**config.mk**
```make
export PLATFORM = sky130hd
export DESIGN_NAME = pe_conv_controller
export DESIGN_NICKNAME = d
export VERILOG_FILES = /design/src/rtl/pe_conv_controller.sv
export SDC_FILE = /design/constraint.sdc
export NUM_CORES = 1
export LEC_CHECK = 0
export ABC_AREA = 1
export CAP_MARGIN = 20
export CORE_AREA = 2 2 77 109
export CTS_CLUSTER_DIAMETER = 80
export DETAILED_ROUTE_END_ITERATION = 8
export DIE_AREA = 0 0 79 111
export SYNTH_ARGS = -nofsm -noshare
export SYNTH_HDL_FRONTEND = slang
export SYNTH_SLANG_ARGS = --single-unit
```
**constraint.sdc**
```tcl
create_clock -name i_clk -period 1.5 [get_ports i_clk]
set_input_delay 0.3 -clock i_clk [delete_from_list [all_inputs] [get_ports i_clk]]
set_output_delay 0.3 -clock i_clk [all_outputs]
set_load 0.01 [all_outputs]
```
**src/rtl/pe_conv_controller.sv**
```systemverilog
// pe_conv_controller: sequences K-tap convolution reads into an external PE and returns one result per output.
// Optional build macro PE_CTRL_RELU_EN clamps negative captured results to zero.
module pe_conv_controller #(
  parameter int I_X    = 8,
  parameter int I_W    = 8,
  parameter int O_PSUM = 19,
  parameter int K      = 9,
  parameter int N_OUT  = 8,
  parameter int ADDR_W = 5
) (
  input  logic              i_clk,
  input  logic              i_rst,
  input  logic              i_start,
  output logic              o_busy,
  output logic              o_done,
  output logic              o_rd_en,
  output logic [ADDR_W-1:0] o_x_addr,
  output logic [ADDR_W-1:0] o_w_addr,
  input  logic [I_X-1:0]    i_x_data,
  input  logic [I_W-1:0]    i_w_data,
  output logic [I_X-1:0]    o_pe_x,
  output logic [I_W-1:0]    o_pe_w,
  output logic [O_PSUM-1:0] o_pe_psum,
  input  logic [O_PSUM-1:0] i_pe_psum,
  output logic [O_PSUM-1:0] o_result,
  output logic              o_valid,
  input  logic              i_ready
);

  typedef enum logic [2:0] {IDLE, FETCH, DRAIN, OUT, DONE} state_t;

  localparam logic [ADDR_W-1:0] LastTap = ADDR_W'(K - 1);
  localparam logic [ADDR_W-1:0] LastOut = ADDR_W'(N_OUT - 1);
  localparam logic [ADDR_W-1:0] AddrOne = ADDR_W'(1);

  state_t              state_q;
  logic [ADDR_W-1:0]   tap_q;
  logic [ADDR_W-1:0]   out_idx_q;
  logic [ADDR_W-1:0]   x_addr_q;
  logic [ADDR_W-1:0]   w_addr_q;
  logic                drain_q;
  logic                first_q;
  logic                rd_en_q;
  logic                busy_q;
  logic                done_q;
  logic                valid_q;
  logic [O_PSUM-1:0]   result_q;
  logic [O_PSUM-1:0]   capture_d;

  always_comb begin
`ifdef PE_CTRL_RELU_EN
    capture_d = i_pe_psum[O_PSUM-1] ? '0 : i_pe_psum;
`else
    capture_d = i_pe_psum;
`endif
  end

  // first_q marks the cycle in which tap-0 read data arrives, one cycle after its read strobe
  always_ff @(posedge i_clk) begin
    if (i_rst) begin
      state_q   <= IDLE;
      tap_q     <= '0;
      out_idx_q <= '0;
      x_addr_q  <= '0;
      w_addr_q  <= '0;
      drain_q   <= 1'b0;
      first_q   <= 1'b0;
      rd_en_q   <= 1'b0;
      busy_q    <= 1'b0;
      done_q    <= 1'b0;
      valid_q   <= 1'b0;
      result_q  <= '0;
    end else begin
      first_q <= (state_q == FETCH) && (tap_q == '0);
      done_q  <= 1'b0;
      unique case (state_q)
        IDLE: begin
          if (i_start) begin
            state_q   <= FETCH;
            tap_q     <= '0;
            out_idx_q <= '0;
            x_addr_q  <= '0;
            w_addr_q  <= '0;
            rd_en_q   <= 1'b1;
            busy_q    <= 1'b1;
          end
        end
        FETCH: begin
          if (tap_q == LastTap) begin
            state_q <= DRAIN;
            rd_en_q <= 1'b0;
            drain_q <= 1'b0;
          end else begin
            tap_q    <= tap_q + AddrOne;
            x_addr_q <= out_idx_q + tap_q + AddrOne;
            w_addr_q <= tap_q + AddrOne;
          end
        end
        // Two drain cycles cover the read latency plus the PE register
        DRAIN: begin
          if (drain_q) begin
            result_q <= capture_d;
            valid_q  <= 1'b1;
            state_q  <= OUT;
          end else begin
            drain_q <= 1'b1;
          end
        end
        OUT: begin
          if (i_ready) begin
            valid_q <= 1'b0;
            if (out_idx_q < LastOut) begin
              out_idx_q <= out_idx_q + AddrOne;
              tap_q     <= '0;
              x_addr_q  <= out_idx_q + AddrOne;
              w_addr_q  <= '0;
              rd_en_q   <= 1'b1;
              state_q   <= FETCH;
            end else begin
              done_q  <= 1'b1;
              state_q <= DONE;
            end
          end
        end
        DONE: begin
          busy_q  <= 1'b0;
          state_q <= IDLE;
        end
        default: state_q <= IDLE;
      endcase
    end
  end

  assign o_busy    = busy_q;
  assign o_done    = done_q;
  assign o_rd_en   = rd_en_q;
  assign o_x_addr  = x_addr_q;
  assign o_w_addr  = w_addr_q;
  assign o_pe_x    = i_x_data;
  assign o_pe_w    = i_w_data;
  assign o_pe_psum = first_q ? '0 : i_pe_psum;
  assign o_result  = result_q;
  assign o_valid   = valid_q;

endmodule
```
==> impl_metrics.csv, run 1 <==
group,metric,value,unit
setup_path,path_cells,"inv_4, ha_4, fa_2, inv_2, nand3_2, nand2_1, nand2_1, nand3_2, nand2_2, nand2_2, a21oi_2",
synthesis,seq_area_frac_synth,37.5,%
setup_path,timing.rr.end,"o_x_addr[4]$_SDFFE_PP0P_",
final_layout,layout_common_cells,"inv_1, nor2_1, clkdlybuf4s50_1",
setup_path,reg2regPathDepth,11,
min_path,min_to,"o_result[6]$_SDFFE_PP0P_",
grt,grt_overflow,0,
floorplan,core_area,7910,um2
setup_path,cp-start-kind,"flop",
floorplan,die_area,8770,um2
final_layout,drive_gt1_share,19.5,%
clock_tree,cts_made_buffers,5,
placement,dp_hpwl,4.40,mm
grt,grt_pass1_wl,9.92,mm
setup_path,max_stage_delay,390,ps
final_layout,fin_area,3500,um2
floorplan,ioPinCount,107,
synthesis,syn_inst,338,
grt,antenna_found_initial,0,
clock_tree,cts_root_buf,"clkbuf_16",
sta,rsz0062_at_grt,"true",
sta,fin_skew,8.03,ps
sta,finalHoldViolCount,0,
power,power.leakage,1.70,nW
min_path,hp-class,"flop to flop",
run_status,violations,"setup timing",
setup_path,crit_type,"flop to flop",
detailed_routing,wl,5.92,mm
placement,place_area,3260,um2
synthesis,ys_warn_count,0,
sta,fmax,651,MHz
clock_tree,htree_levels,2,
grt,grt_usage,14.0,%
power,max-vdd-ir-drop,512,uV
floorplan,num_rows,39,
sta,finalSetupViolCount,2,
power,p_int,3.01,mW
power,p_comb_share,42.3,%
clock_tree,insertion_delay,290,ps
power,sequentialPowerShare,31.3,%
sta,worst_slew_pin_slew,289,ps
setup_path,cp-end-kind,"flop",
clock_tree,clk_path_buf_depth,2,
sta,maxSlewViolCount,0,
detailed_routing,vias_per_cell,4.45,
setup_path,reg2reg_slack,-40,ps
setup_path,critPathSlowestCell,"fa_2",
detailed_routing,via_count,2325,
detailed_routing,wl_per_cell,11.3,um
synthesis,syn-num-nets,385,
detailed_routing,ant_nets,0,
final_layout,nets,467,
sta,maxSlewHeadroom,80.6,%
run,drv_cap,0,
run_status,outcome,"finished, violations left",
detailed_routing,drt_first_pass_iters,4,
setup_path,cp-startpoint,"o_w_addr[0]$_SDFFE_PP0P_",
detailed_routing,drc_errors,0,
synthesis,synth_cell_types,29,
setup_path,path_max_fanout,2,
sta,holdWs,441,ps
clock_tree,clock_sinks,43,
placement,dp.cells,515,
grt,first_global_vias,2262,
synthesis,synth.ff_latch_count,43,
power,power_frac_clock,26.4,%
setup_path,required,1680,ps
final_layout,fin_cells,523,
sta,fin_crit_sh,102,%
final_layout,diodes,0,
final_layout,syn2layout_area_growth,52.5,%
detailed_routing,drt_iter0_drc,88,
grt,grt_max_degree,35,
min_path,hp-start,"o_result[6]$_SDFFE_PP0P_",
power,swShare,34.5,%
setup_path,reg2reg_from,"o_w_addr[0]$_SDFFE_PP0P_",
clock_tree,cts_setup_buffers,0,
sta,setup_ws,-35.0,ps
clock_tree,clk_pin_slew,60,ps
final_layout,post-route-util,44.3,%
power,total_power,4.59,mW
min_path,hold_depth,2,
clock_tree,cts_tree,"built",
setup_path,critPathArrivalTime,1720,ps
power,power.switching,1.58,mW
synthesis,synth.avg_cell_area,6.80,um2
placement,place_congestion,0.792,
final_layout,final_common_cell,"inv_1",
placement,io_buffers,74,
sta,period_needed,1540,ps
power,power.density,1310,nW/um2
floorplan,die-width,79,um
synthesis,netlist_area,2300,um2
floorplan,fp.dieH,111,um
floorplan,initial_core_util,29.1,%
[kinds of logic (layout without fill, tap and decap cells)]
group | count (synthesis) | after routing | synth area share, %
AO/OA/AOI/OAI | 68 | 68 | 15.1
XOR/XNOR | 2 | 2 | 0.762
adder cells (fa/ha/maj) | 8 | 8 | 4.68
buffers and inverters | 88 | 171 | 17.8
flip-flops | 43 | 43 | 37.5
AND/OR/NAND/NOR | 129 | 129 | 24.2
[worst max-delay path, delay by kind of cell, from the launching register on]
| family | cells | cell delay [ps] |
|---|---|---|
| flops | 1 | 360 |
| buf+inv | 2 | 100 |
| fa+ha+maj | 2 | 550 |
| simple gates | 6 | 390 |
| compound gates | 1 | 40 |
[worst max path at each step]
stage | to | slack (ps) | cells past startpoint
3_3_place_gp | o_pe_psum[2] | -230 | 4
5_1_grt | o_x_addr[4]$_SDFFE_PP0P_ | -90 | 11
2_1_floorplan | o_x_addr[4]$_SDFFE_PP0P_ | 10 | 11
3_5_place_dp | o_pe_psum[4] | -250 | 4
4_1_cts | o_x_addr[4]$_SDFFE_PP0P_ | -20 | 10
6_report | o_x_addr[4]$_SDFFE_PP0P_ | -40 | 11
[synthesized netlist by cell type]
library cell,instances,area [um2]
nor3b_1,1,7.51
nand3_1,18,90.1
inv_2,1,3.75
buf_6,2,22.5
nor2_2,1,6.26
o21ai_0,28,140
o22ai_1,1,6.26
or2_2,1,6.26
xnor2_1,2,17.5
buf_4,16,120
buf_2,1,5.00
nand2_2,5,31.3
a21oi_1,37,185
nand2_1,47,176
nand4_1,2,12.5
nand2_4,1,11.3
inv_1,59,221
nor2_4,1,11.3
nor4_1,1,6.26
nand3b_1,1,7.51
dfxtp_1,43,861
inv_4,1,6.26
o211ai_1,1,7.51
nor2_1,48,180
ha_1,7,87.6
clkbuf_1,8,30.0
fa_1,1,20.0
a211oi_1,1,7.51
nor3_1,2,10.0
[sequential cells by signal (all words and copies together) (netlist names)]
signal / flops
o_result: 19
o_x_addr: 5
o_rd_en: 1
first_q: 1
state_q: 3
o_valid: 1
drain_q: 1
out_idx_q: 5
o_w_addr: 5
o_busy: 1
o_done: 1
[power groups by stage]
stage               registers (mW)  clock network, mW  logic [mW]
finish                        1.44               1.21        1.94
global route                  1.46               1.30        2.15
CTS                           1.43               1.25        1.88
detailed placement            1.44                  0        1.93
global placement              1.44                  0        1.91
floorplan                     1.50                  0       0.984
[metal layers]
layer  vias to the layer above  share of wire (%)  GRT usage (%)
met5                         -                  0              0
met4                         0                1.7           4.94
met3                        12                6.7           4.23
met2                        63                 53           26.4
met1                      1050                 38           14.1
li1                       1200                  -              -
[what timing repair did]
action | 4_1_cts | 5_1_grt
resized for setup | 36 | 49
pin swaps | 7 | 7
hold buffers | 0 | 0
endpoints found under the setup margin | 26 | 56
[final cells by class]
| cell class | instances | area [um2] |
|---|---|---|
| Fill cell | 830 | 4400 |
| Multi-Input combinational cell | 207 | 1110 |
| Timing Repair Buffer | 102 | 988 |
| Sequential cell | 43 | 878 |
| Clock buffer | 7 | 133 |
| Clock inverter | 1 | 30.0 |
| Tap cell | 102 | 128 |
| Inverter | 61 | 234 |
[through the flow]
stage	setup TNS, ps	worst slack [ps]
3_5_place_dp	-6900	-254
3_3_place_gp	-6790	-229
2_1_floorplan	0	10.0
6_report	-52.4	-35.0
5_1_grt	-316	-93.3
4_1_cts	-28.5	-16.9
Note: power is estimated with default switching activity, not from simulation.
==> inputs of run 2 (changes only) <==
--- a/config.mk
+++ b/config.mk
@@ -8,9 +8,11 @@
 export ABC_AREA = 1
 export CAP_MARGIN = 20
 export CORE_AREA = 2 2 77 109
+export CTS_BUF_LIST = sky130_fd_sc_hd__clkbuf_16
 export CTS_CLUSTER_DIAMETER = 80
 export DETAILED_ROUTE_END_ITERATION = 8
 export DIE_AREA = 0 0 79 111
+export REMOVE_ABC_BUFFERS = 1
 export SYNTH_ARGS = -nofsm -noshare
 export SYNTH_HDL_FRONTEND = slang
 export SYNTH_SLANG_ARGS = --single-unit
==> impl_metrics.csv, run 2 (synthesis gave the netlist of run 1 again) <==
group,metric,value,unit
setup_path,max_stage_delay,360,ps
sta,rsz0062_at_grt,"true",
setup_path,cp_top_family,"adder cells",
sta,finalHoldViolCount,0,
final_layout,diodes,0,
detailed_routing,drt_first_pass_iters,4,
floorplan,die_area,8770,um2
final_layout,layout_common_cells,"inv_1, clkdlybuf4s50_1, nand2_1",
clock_tree,clk_pin_slew,60,ps
setup_path,required,1710,ps
grt,grt_overflow,0,
grt,antenna_found_initial,0,
sta,maxSlewHeadroom,83.5,%
grt,grt_pass1_wl,10.1,mm
grt,grt_max_degree,39,
final_layout,syn2layout_area_growth,52.1,%
floorplan,ioPinCount,107,
power,max-vdd-ir-drop,561,uV
detailed_routing,via_count,2332,
clock_tree,cts_root_buf,"clkbuf_16",
grt,grt_usage,14.2,%
setup_path,cp-end-kind,"flop",
floorplan,num_rows,39,
clock_tree,clk_path_buf_depth,2,
placement,place_congestion,0.857,
setup_path,critPathArrivalTime,1680,ps
setup_path,cp-start-kind,"flop",
clock_tree,insertion_delay,280,ps
setup_path,path_max_fanout,2,
final_layout,drive_gt1_share,21.0,%
sta,period_needed,1470,ps
placement,place_ws,-268,ps
sta,fmax,680,MHz
run,drv_cap,0,
floorplan,fp.dieH,111,um
final_layout,post-route-util,44.2,%
power,power.leakage,1.62,nW
sta,worst_slew_pin_slew,245,ps
detailed_routing,wl,6.15,mm
sta,setup_ws,30.4,ps
clock_tree,clock_sinks,43,
final_layout,fillCellCount,811,
final_layout,nets,466,
clock_tree,cts_tree,"built",
setup_path,crit_type,"flop to flop",
sta,holdWs,442,ps
clock_tree,htree_levels,2,
placement,dp_hpwl,4.55,mm
setup_path,worstPathBufferInverterCount,2,
placement,dp.cells,511,
detailed_routing,vias_per_cell,4.47,
detailed_routing,ant_nets,0,
sta,finalSetupViolCount,0,
sta,fin_crit_sh,98.0,%
setup_path,path_cells,"inv_2, ha_4, fa_2, inv_2, nand3_2, nand3_1, nand3_1, nand2_1, nand2_1, a21oi_1",
clock_tree,ctsHoldBuffers,0,
detailed_routing,drc_errors,0,
final_layout,fin_cells,522,
placement,place_area,3210,um2
grt,first_global_vias,2261,
placement,io_buffers,74,
sta,maxSlewViolCount,0,
final_layout,final_common_cell,"inv_1",
floorplan,core_area,7910,um2
power,power.density,1310,nW/um2
final_layout,largest_reg_flops,19,
run_status,outcome,"finished, final reports clean",
floorplan,initial_core_util,29.1,%
setup_path,critPathSlowestCell,"fa_2",
floorplan,die-width,79,um
min_path,hp-class,"flop to flop",
sta,fin_skew,6.23,ps
detailed_routing,drt_iter0_drc,51,
detailed_routing,wl_per_cell,11.8,um
final_layout,fin_area,3500,um2
clock_tree,cts_made_buffers,5,
[run 2: cell count changes in the layout (fill, tap and decap cells not counted), sizes merged, moves of 2 or more]
| cell | before | now |
|---|---|---|
| clkdlybuf4s15 | 9 | 6 |
| dlygate4sd2 | 9 | 12 |
| dlymetal6s2s | 8 | 5 |
| clkdlybuf4s50 | 43 | 45 |
| clkinv | 0 | 2 |
[run 2: worst reg2reg max path: cells and delay by family (launching register included)]
kind | cells | cell delay (ps)
AOI/OAI and AO/OA | 1 | 110
adders and majority gates | 2 | 510
buffers and inverters | 2 | 110
DFF | 1 | 330
and+or+nand+nor | 5 | 330
[run 2: final timing paths]
| path | depth (start not counted) | slack [ps] | endpoint | from |
|---|---|---|---|---|
| setup / recovery | 10 | 30 | o_x_addr[4]$_SDFFE_PP0P_ | out_idx_q[0]$_SDFFE_PP0P_ |
| hold / removal | 2 | 440 | o_result[17]$_SDFFE_PP0P_ | o_result[17]$_SDFFE_PP0P_ |
| setup reg to reg | 10 | 30 | o_x_addr[4]$_SDFFE_PP0P_ | out_idx_q[0]$_SDFFE_PP0P_ |
| hold reg to reg | 2 | 440 | o_result[17]$_SDFFE_PP0P_ | o_result[17]$_SDFFE_PP0P_ |
[run 2: layer usage]
metal	part of all wire [%]	track usage, %
met1	42	15.9
met2	48	24.6
met3	8.2	5.05
met4	1.8	4.71
met5	0	0
[run 2: area by class of cell]
cell class,instances,area (um2),area share [%]
repair buffers,101,952,27.2
well taps,102,128,3.65
clock inverters,3,15.0,0.429
flip-flops and latches,43,872,24.9
inverters,61,231,6.62
clock buffers,5,125,3.58
multi-input cells,207,1170,33.5
[run 2: stage by stage]
stage | setup TNS [ps] | power, mW
after global routing | -380 | 4.92
after CTS | 0 | 4.40
after global placement | -6470 | 3.31
after floorplan | -4070 | 2.36
final | 0 | 4.57
after detailed placement | -6840 | 3.33
[run 2: power breakdown]
part           leakage [nW]  switching [mW]  internal [mW]
clock network        0.0649           0.441          0.605
registers             0.352           0.121           1.31
logic                  1.21            1.12          0.972
[run 2: repair_timing]
item / in CTS / in global routing
gates resized for setup: 40 / 61
setup endpoints to repair: 34 / 54
setup buffers: 1 / 2
pin swaps: 6 / 10
==> inputs of run 3 (changes only) <==
--- a/config.mk
+++ b/config.mk
@@ -9,7 +9,7 @@
 export CAP_MARGIN = 20
 export CORE_AREA = 2 2 77 109
 export CTS_BUF_LIST = sky130_fd_sc_hd__clkbuf_16
-export CTS_CLUSTER_DIAMETER = 80
+export CTS_CLUSTER_DIAMETER = 120
 export DETAILED_ROUTE_END_ITERATION = 8
 export DIE_AREA = 0 0 79 111
 export REMOVE_ABC_BUFFERS = 1
==> results of run 3 <==
Final layout, timing and power as in run 2 (identical DEF).
==> edit 1 (settings of run 2) <==
The option `PE_CTRL_RELU_EN` is turned on by a define.
--- a/src/rtl/pe_conv_controller.sv
+++ b/src/rtl/pe_conv_controller.sv
@@ -2,2 +2,4 @@
 // Optional build macro PE_CTRL_RELU_EN clamps negative captured results to zero.
+`define PE_CTRL_RELU_EN
+
 module pe_conv_controller #(
Formal check against the unedited RTL: no difference found for any inputs over 10 cycles, from zero or initial values and one cycle with i_rst high; that may be too few to reach the edited logic, so the function may still have changed.
==> edit 1 against run 2 <==
Area after synthesis shrank 0.98%. Power grew 9.7%. Combinational power grew 13%. Utilization grew 2.5 points. Wire length grew 8.0%. Synthesized cell count grew 0.30%. Worst hold slack lost 0.052 ns. Sequential cell count shrank 1. Critical path type is now flip-flop to output pin. Largest cell class unchanged. Cell area grew 5.6%. Fmax shrank 0.15%. Die area is the same. Via count grew 7.5%. Setup slack lost 0.0021 ns.
==> edit 1: results (changes against run 2) <==
| Metric | Value |
|---|---|
| Status | finished, final reports clean (unchanged) |
| Hold depth | 3 (was 2) |
| Post-synthesis compound-gate area fraction | 11.2% (was 15.1%) |
| Seq/total area | 23.2% (was 24.9%) |
| Launch point of the worst reg-to-reg path | o_w_addr[0]$_SDFFE_PP0P_ (was out_idx_q[0]$_SDFFE_PP0P_) |
| GRT Util Overall | 15.1% (was 14.2%) |
| Sequential fraction of the synthesis area | 36.9% (was 37.5%) |
| Largest net degree at the start of global routing | 25 (was 39) |
| Util after Layout | 46.7% (was 44.2%) |
| Tot Pwr | 5.02 mW (was 4.57 mW) |
| M3 GR Usage | 5.94% (was 5.05%) |
| ClkCell Share | 4.51% (was 4.01%) |
| Final GP Congestion | 0.869 (was 0.857) |
| Worst Hold Endpoint | o_busy$_SDFFE_PP0P_ (was o_result[17]$_SDFFE_PP0P_) |
| Wirelength per Cell | 12.1 µm (was 11.8 µm) |
| Clock Power | 1.21 mW (was 1.05 mW) |
| Placed inst area | 3360 µm² (was 3210 µm²) |
| Synth Area in Adders | 4.73% (was 4.68%) |
| Layout cells sized above 1 | 24.9% (was 21.0%) |
| Vias in the first global route | 2,327 (was 2,261) |
| Met1 WL | 2480 µm (was 2590 µm) |
| Synth Area in XOR/XNOR | 0% (was 0.762%) |
| Slowest stage delay, CP | 0.54 ns (was 0.36 ns) |
| Leakage | 1.78 nW (was 1.62 nW) |
| DP Worst Slack | -0.283 ns (was -0.268 ns) |
| Vias | 2,508 (was 2,332) |
| Switching share of power | 35.8% (was 36.9%) |
| Synth area leaders | dfxtp_1 37%, nand2_1 11%, nand3_1 7.9% (was dfxtp_1 37%, inv_1 9.6%, a21oi_1 8.1%) |
| Cell variety after synth | 32 (was 29) |
| Critical Path AT | 1.17 ns (was 1.68 ns) |
| Clock Sinks | 42 (was 43) |
| Final #Nets | 491 (was 466) |
| Multi-input gates | 225 (was 207) |
| Reg2Reg Setup Slack | 0.05 ns (was 0.03 ns) |
| Setup Fix Bufs, Post-CTS | 0 (was 1) |
| Worst VDD drop | 0.547 mV (was 0.561 mV) |
| Multi-input gate area | 1210 µm² (was 1170 µm²) |
| Met2 GRT Util | 25.5% (was 24.6%) |
| Nonclk inv count | 45 (was 61) |
| Final hold slack | 0.390 ns (was 0.442 ns) |
| Post-Route WL | 6640 µm (was 6150 µm) |
| Critical path's slowest cell | clkdlybuf4s50_1 (was fa_2) |
| Top post-synthesis cells by count | 65 x nand2_1, 46 x nor2_1, 42 x dfxtp_1 (was 59 x inv_1, 48 x nor2_1, 47 x nand2_1) |
| Worst Skew | 0.00500 ns (was 0.00623 ns) |
| PortBufs | 73 (was 74) |
| Met2 routed wirelength | 3210 µm (was 2940 µm) |
| Cell total after placement | 535 (was 511) |
| R2R cell count | 11 (was 10) |
edit 1: cell types whose count changed in the layout (fill, tap and decap cells not counted), sizes merged, moves of 3 or more:
cell and delta:
buf +24, nand2 +16, nor3 +3, clkdlybuf4s50 -3, clkdlybuf4s15 +3, inv -16, o21ai -18, nand3 +19
edit 1: worst max-delay path by stage:
| stage | from | to | slack, ns |
|---|---|---|---|
| floorplan | o_w_addr[0]$_SDFFE_PP0P_ | o_x_addr[4]$_SDFFE_PP0P_ | -0.14 |
| global placement | i_pe_psum[18] | o_pe_psum[18] | -0.28 |
| detailed placement | i_pe_psum[18] | o_pe_psum[18] | -0.28 |
| CTS | o_w_addr[0]$_SDFFE_PP0P_ | o_x_addr[1]$_SDFFE_PP0P_ | 0.00004 |
| global route | out_idx_q[1]$_SDFFE_PP0P_ | o_x_addr[4]$_SDFFE_PP0P_ | -0.06 |
| finish | o_result[5]$_SDFFE_PP0P_ | o_result[5] | 0.03 |
==> edit 2 (config.mk and constraints of run 2) <==
Without the edit above. Reset style: asynchronous (`i_rst`), changed in one clocked block.
--- a/src/rtl/pe_conv_controller.sv
+++ b/src/rtl/pe_conv_controller.sv
@@ -58,3 +58,3 @@
   // first_q marks the cycle in which tap-0 read data arrives, one cycle after its read strobe
-  always_ff @(posedge i_clk) begin
+  always_ff @(posedge i_clk or posedge i_rst) begin
     if (i_rst) begin
Formal check against the unedited RTL: differs if i_rst is asserted again (counterexample within 4 cycles, from zero or initial values and one cycle with i_rst high); with i_rst held inactive, the same outputs for 10 cycles.
==> edit 2 against run 2 <==
The flow now finishes with violations (negative setup slack). Setup slack lost 0.037 ns. Cell area increased by 2.8%. Wire length barely moved. Power grew 29%. Area after synthesis up 5.0%. Sequential cell count stayed put. Die area stayed put. Fmax fell by 2.4%. Count of clock-buffer cells in the layout did not move.
==> edit 2: results (changes against run 2) <==
| Metric | Value |
|---|---|
| Status | finished with violations (was finished, final reports clean) |
| Failing checks | negative setup slack |
| Critical Path AT | 1.68 ns (about the same) |
| Post-DP HPWL | 4390 µm (was 4550 µm) |
| Tightest Hold Check Type | input port to asynchronous set/reset pin (was flip-flop to flip-flop) |
| GRT Util Overall | 13.6% (was 14.2%) |
| Layout cells sized above 1 | 26.0% (was 21.0%) |
| Setup violations, final | 1 (was 0) |
| Top post-synthesis cells by count | 78 x nand2_1, 43 x dfrtp_1, 40 x inv_1 (was 59 x inv_1, 48 x nor2_1, 47 x nand2_1) |
| FFs w/ async S/R, synth | 100% (was 0%) |
| Sequential fraction of the synthesis area | 44.6% (was 37.5%) |
| Max-slew headroom | 78.8% (was 83.5%) |
| Cell total after placement | 496 (was 511) |
| Vias | 2,238 (was 2,332) |
| Critical path's slowest cell | dfrtp_1 (was fa_2) |
| Met2 GRT Util | 23.6% (was 24.6%) |
| Worst VDD drop | 0.610 mV (was 0.561 mV) |
| Post-Layout Cell Count | 510 (was 522) |
| Synth area leaders | dfrtp_1 45%, nand2_1 12%, inv_1 6.2% (was dfxtp_1 37%, inv_1 9.6%, a21oi_1 8.1%) |
| Launch point of the worst reg-to-reg path | o_w_addr[0]$_DFFE_PP0P_ (was out_idx_q[0]$_SDFFE_PP0P_) |
| Largest net degree at the start of global routing | 44 (was 39) |
| M3 GR Usage | 4.48% (was 5.05%) |
| Met1 Usage GRT | 16.5% (was 15.9%) |
| Worst setup margin | -0.00632 ns (was 0.0304 ns) |
| First-pass GRT wire length | 9860 µm (was 10,100 µm) |
| Setup_tns | -0.00632 ns (was 0 ns) |
| Final hold slack | 0.363 ns (was 0.442 ns) |
| RR Endpoint | o_x_addr[4]$_DFFE_PP0P_ (was o_x_addr[4]$_SDFFE_PP0P_) |
| Gate Count Post-Synth | 307 (was 338) |
| Max Slew Vio Count | 0 (unchanged) |
| Leakage | 1.95 nW (was 1.62 nW) |
| R2R cell count | 11 (was 10) |
| Filler cell count | 823 (was 811) |
| Cell variety after synth | 27 (was 29) |
| Wirelength per Cell | 12.1 µm (was 11.8 µm) |
| Final GP Congestion | 0.805 (was 0.857) |
| Primary FF master, synth | dfrtp_1 (was dfxtp_1) |
| Root buffer cell | clkbuf_16 (unchanged) |
| Worst Skew | 0.00800 ns (was 0.00623 ns) |
| Starting DRT DRC Count | 57 (was 51) |
| Final #Nets | 455 (was 466) |
[edit 2: layer usage]
metal	wire length [µm]	part of all wire (%)
met1	2590	42
met2	3050	50
met3	469	7.6
met4	35	0.57
met5	0	0
[edit 2: where the power goes]
group / leakage [nW] / internal, mW / switching [mW]
combinational: 1.34 / 1.46 / 1.68
sequential: 0.542 / 1.54 / 0.207
clock: 0.0671 / 0.599 / 0.427
[edit 2: how the worst max path moves through the flow]
| stage | from | end | slack, ns | depth (start not counted) |
|---|---|---|---|---|
| floorplan | state_q[0]$_DFFE_PP0P_ | o_result[10]$_DFFE_PP0P_ | -0.16 | 3 |
| global placement | i_pe_psum[1] | o_pe_psum[1] | -0.22 | 4 |
| detailed placement | i_pe_psum[1] | o_pe_psum[1] | -0.24 | 4 |
| CTS | out_idx_q[0]$_DFFE_PP0P_ | o_x_addr[4]$_DFFE_PP0P_ | -0.02 | 11 |
| global route | out_idx_q[0]$_DFFE_PP0P_ | o_x_addr[4]$_DFFE_PP0P_ | -0.11 | 11 |
| finish | o_w_addr[0]$_DFFE_PP0P_ | o_x_addr[4]$_DFFE_PP0P_ | -0.006 | 11 |
[edit 2: kinds of logic after synthesis]
group                      share of synthesized area, %
buffers and inverters                              13.4
adders and majority gates                          4.46
xor gates and xnor gates                          0.726
DFF                                                44.6
and+or+nand+nor                                    28.9
AOI/OAI and AO/OA                                  7.93
[edit 2: final cells by class]
type | count | share of cell area [%]
Sequential cell | 43 | 30.0
Inverter | 43 | 4.56
Tap cell | 102 | 3.55
Multi-Input combinational cell | 199 | 29.5
Clock buffer | 5 | 3.48
Clock inverter | 2 | 0.244
Timing Repair Buffer | 116 | 28.7
[edit 2: worst min-delay path, cell delays in order]
cell	delay [ns]
clkdlybuf4s50_1	0.40
clkinv_1	0.07
buf_12	0.24
[edit 2: timing repair]
item                       4_1_cts  5_1_grt
pin swaps                        3        5
gates cloned                     0        1
setup endpoints to repair       26       43
gates resized for setup         47       41
buffers inserted                 2        4
[edit 2: per-stage QoR]
step                worst slack, ns  total power [mW]  area, µm²
finish                     -0.00632              5.91       3590
global route                 -0.113              6.38       3590
global placement             -0.221              4.83       3420
detailed placement           -0.238              4.89       3420
CTS                         -0.0208              5.91       3580
floorplan                    -0.159              3.31       2250
